### config.mk
export PLATFORM = sky130hd
export DESIGN_NAME = counter_4b
export DESIGN_NICKNAME = d
export VERILOG_FILES = /design/src/rtl/counter_4b.sv
export SDC_FILE = /design/constraint.sdc
export NUM_CORES = 1
export LEC_CHECK = 0
export CORE_AREA = 4 4 53 55
export CTS_CLUSTER_DIAMETER = 40
export DETAILED_ROUTE_END_ITERATION = 10
export DIE_AREA = 0 0 57 59
export GPL_ROUTABILITY_DRIVEN = 0
export SLEW_MARGIN = 20
export SYNTH_ARGS = -nofsm -noshare
export SYNTH_HDL_FRONTEND = slang
export SYNTH_SLANG_ARGS = --single-unit
### constraint.sdc
create_clock -name clk -period 1.9 [get_ports clk]
set_input_delay 0.19 -clock clk [delete_from_list [all_inputs] [get_ports clk]]
set_output_delay 0.19 -clock clk [all_outputs]
set_load 0.1 [all_outputs]
### src/rtl/counter_4b.sv
// 4-bit saturating up/down counter with a loadable upper limit.
// Only the at-limit and at-zero decodes of the count leave the block.
module counter_4b (
  input  logic       clk,
  input  logic       reset_n,
  input  logic       load_en,
  input  logic       count_dec,
  input  logic       count_inc,
  input  logic [3:0] count_to,
  output logic       flag_max,
  output logic       flag_min
);

  logic [3:0] cnt_q;
  logic [3:0] cnt_d;
  logic [3:0] lim_q;
  logic [3:0] lim_d;

  // A load takes priority and clamps the count into the new range.
  // Opposing step requests cancel each other out.
  always_comb begin
    cnt_d = cnt_q;
    lim_d = lim_q;
    if (load_en) begin
      lim_d = count_to;
      if (cnt_q > count_to) begin
        cnt_d = count_to;
      end
    end else if (count_inc && !count_dec) begin
      if (cnt_q < lim_q) begin
        cnt_d = cnt_q + 4'd1;
      end
    end else if (count_dec && !count_inc) begin
      if (cnt_q != 4'd0) begin
        cnt_d = cnt_q - 4'd1;
      end
    end
  end

  always_ff @(posedge clk or negedge reset_n) begin
    if (!reset_n) begin
      cnt_q <= 4'd0;
      lim_q <= 4'hF;
    end else begin
      cnt_q <= cnt_d;
      lim_q <= lim_d;
    end
  end

  // Flags decode registered state only, so they cannot glitch with the inputs.
  assign flag_max = (cnt_q == lim_q);
  assign flag_min = (cnt_q == 4'd0);

endmodule

==> metrics.txt <==
highest fanout seen on the critical path=2; clock-pin transition on the worst setup and hold timing paths=0.06 ns; number of violations reported at the end of detailed-routing iteration 0=8; post-layout minimum cycle time=1.84 ns; nature of the critical path endpoint=output port; Die Area=3360 µm²; CP arrival=1.65 ns; overall track demand over capacity in global routing=11.4%; die boundary width=57 µm; DIE HEIGHT=59 µm; setup repair after global routing missed its margin=no; number of antenna violations at the first check in global routing=0; number of buffers added by the clock tree synthesis step=3; Hold WC Path Type=input port to async pin; Netlist cell types=30; maximum buffer depth of the clock tree=2; synthesized area=727 µm²; worst hold slack=0.219 ns; sequential element share of the synthesized area=28.2%; outcome=complete, no violations; Max Clock Freq=543 MHz; instance count of the mapped netlist=66; type of origin of the critical path=register; layout-stage area growth over the synthesis result=45.6%; Layout Nets=114; total nets after synthesis=86; final clock period utilization by the worst path=96.9%; count of port buffers added during placement=10; syn_area_per_cell=11.0 µm²; #FFs+latches synth=8; power per cell area=1400 nW/µm²; Worst Clk Skew=0.0104 ns; DRC viols=0; wire length of the first global-routing pass=2850 µm; Rows=18; Worst EP required=1.71 ns; share of layout cells above drive strength 1=40.9%; Worst Path Class, Setup=register to output port; Post-DRT Antenna Nets=0; Pwr Total=1490 µW; Pre-antenna DRT Iters=4; actual slew at the worst max-slew pin=0.400 ns; count of vias placed by the detailed router=582; number of clock sinks=8; # Max-Cap Violations=0; clock tree from TritonCTS=done; number of pins exceeding their max-slew limit in the final report=0; post-CTS setup buffer count=0; Post-Layout Cell Count=123; final setup margin=0.0581 ns; post-placement cell count=119; H-tree depth=1; Post-Route Setup TNS=0 ns; Final Hold Violating Endpoints=0; Detail Placement HPWL=1370 µm; Ant. Diodes=0; via count of the first global-routing pass=590; maximum number of pins on one net before global-route repair=9; number of fill cells in the layout=259; Core Box Area=2390 µm²; root buffer cell=sky130_fd_sc_hd__clkbuf_4; post-place setup slack=-0.148 ns; highest ir drop seen on vdd=556 µV; average routed wire per standard cell=12.9 µm; grt ovf=0; initial core utilization=30.5%; Ports=11; vias per cell=4.73; static leakage power=0.000479 µW; WL final=1590 µm; final setup fails=0; clock insertion delay at the later pin of the skew report=0.26 ns; Slew headroom=73.3%; count of synthesis-stage warnings from yosys=0
==> worst paths after layout <==
check	slack, ns	to	from	depth (start not counted)
worst max-delay path	0.06	flag_max	lim_q[3]	5
worst min-delay path	0.22	cnt_q[0]	reset_n	1
worst max register to register	0.09	cnt_q[3]	lim_q[2]	6
worst min register to register	0.51	lim_q[1]	lim_q[1]	2
max in group asynchronous	1.35	lim_q[2]	reset_n	1
min in group clk	0.51	lim_q[1]	lim_q[1]	2
==> metrics by stage <==
stage	area, µm²	utilization (%)
final	1060	44.3
after global routing	1060	44.3
after CTS	1060	44.2
after detailed placement	997	41.8
after global placement	997	41.8
after floorplan	738	-
==> layout make-up <==
class,count,area [µm²],area share (%)
multi-input combinational,49,533,50.4
sequential,8,206,19.5
inverter,8,30.0,2.84
clock buffer,4,26.3,2.48
timing repair buffer,24,225,21.3
tap,30,37.5,3.55
==> worst max-delay path: stages (launching register included) <==
cell	delay (ns)
sky130_fd_sc_hd__dfstp_2	0.52
sky130_fd_sc_hd__inv_1	0.06
sky130_fd_sc_hd__ha_4	0.28
sky130_fd_sc_hd__buf_4	0.12
sky130_fd_sc_hd__and4_4	0.23
sky130_fd_sc_hd__buf_12	0.17
==> flip-flops by register name, indices dropped and copies added, names as in the netlist <==
signal / flops
cnt_q: 4
lim_q: 4
==> what timing repair did <==
action / 4_1_cts / 5_1_grt
pin swaps: 1 / 1
endpoints found under the setup margin: 2 / 2
resized for setup: 4 / 3
hold buffers: 0 / 0
==> routing by layer <==
| layer | track usage (%) | wire length [µm] | vias up |
|---|---|---|---|
| li1 | - | - | 293 |
| met1 | 14.1 | 716 | 276 |
| met2 | 17.9 | 813 | 10 |
| met3 | 2.18 | 40 | 3 |
| met4 | 7.95 | 23 | 0 |
| met5 | 0 | 0 | - |
==> cell families (layout without fill, tap and decap cells) <==
group           count (synthesis)  count (layout)  share of synthesized area [%]
fa+ha+maj                      11              11                           20.0
compound gates                 13              13                           16.9
xor+xnor                        3               3                           3.62
buf+inv                         9              36                           4.65
mux                            10              10                           13.9
simple gates                   12              12                           12.7
flops                           8               8                           28.2
==> power breakdown <==
group / total (µW) / leakage (µW) / internal [µW] / switching [µW]
clock network: 141 / 0.0000150 / 80.5 / 60.5
logic: 1040 / 0.000375 / 516 / 525
registers: 304 / 0.0000886 / 232 / 72.6
total: 1490 / 0.000479 / 828 / 658
==> cell usage after synthesis <==
cell type                  count  area share [%]
sky130_fd_sc_hd__a211oi_4      1             2.8
sky130_fd_sc_hd__a21o_1        1             1.0
sky130_fd_sc_hd__a21oi_1       2             1.4
sky130_fd_sc_hd__a21oi_4       1             2.2
sky130_fd_sc_hd__and4_1        1             1.2
sky130_fd_sc_hd__clkbuf_1      1            0.52
sky130_fd_sc_hd__dfrtp_1       4              14
sky130_fd_sc_hd__dfstp_2       4              14
sky130_fd_sc_hd__fa_1          1             2.8
sky130_fd_sc_hd__ha_1         10              17
sky130_fd_sc_hd__inv_1         8             4.1
sky130_fd_sc_hd__mux2_1        1             1.5
sky130_fd_sc_hd__mux2i_1       9              12
sky130_fd_sc_hd__nand2_1       3             1.5
sky130_fd_sc_hd__nand2b_1      1            0.86
sky130_fd_sc_hd__nand2b_4      1             1.9
sky130_fd_sc_hd__nand4_1       1            0.86
sky130_fd_sc_hd__nor2_1        1            0.52
sky130_fd_sc_hd__nor2b_1       1            0.86
sky130_fd_sc_hd__nor3b_2       1             1.7
sky130_fd_sc_hd__nor4_2        1             1.7
sky130_fd_sc_hd__o211ai_1      1             1.0
sky130_fd_sc_hd__o211ai_2      1             1.7
sky130_fd_sc_hd__o211ai_4      1             2.9
sky130_fd_sc_hd__o21a_1        1             1.0
sky130_fd_sc_hd__o21ai_0       3             2.1
sky130_fd_sc_hd__o21ai_1       1            0.69
sky130_fd_sc_hd__or4_4         1             1.5
sky130_fd_sc_hd__xnor2_1       1             1.2
sky130_fd_sc_hd__xor2_1        2             2.4
==> cells in the final DEF (no fill, tap or decap), types with 2 or more instances in the layout <==
cell type,Yosys,layout
sky130_fd_sc_hd__clkbuf_4,0,3
sky130_fd_sc_hd__o21ai_0,3,3
sky130_fd_sc_hd__inv_1,8,7
sky130_fd_sc_hd__ha_1,10,8
sky130_fd_sc_hd__ha_4,0,2
sky130_fd_sc_hd__dfstp_2,4,4
sky130_fd_sc_hd__clkdlybuf4s50_1,0,8
sky130_fd_sc_hd__mux2i_1,9,9
sky130_fd_sc_hd__nand2_1,3,3
sky130_fd_sc_hd__buf_12,0,2
sky130_fd_sc_hd__buf_4,0,14
sky130_fd_sc_hd__xor2_1,2,2
sky130_fd_sc_hd__dfrtp_1,4,3
sky130_fd_sc_hd__a21oi_1,2,2
No activity file was read; power rests on OpenSTA's default activity.
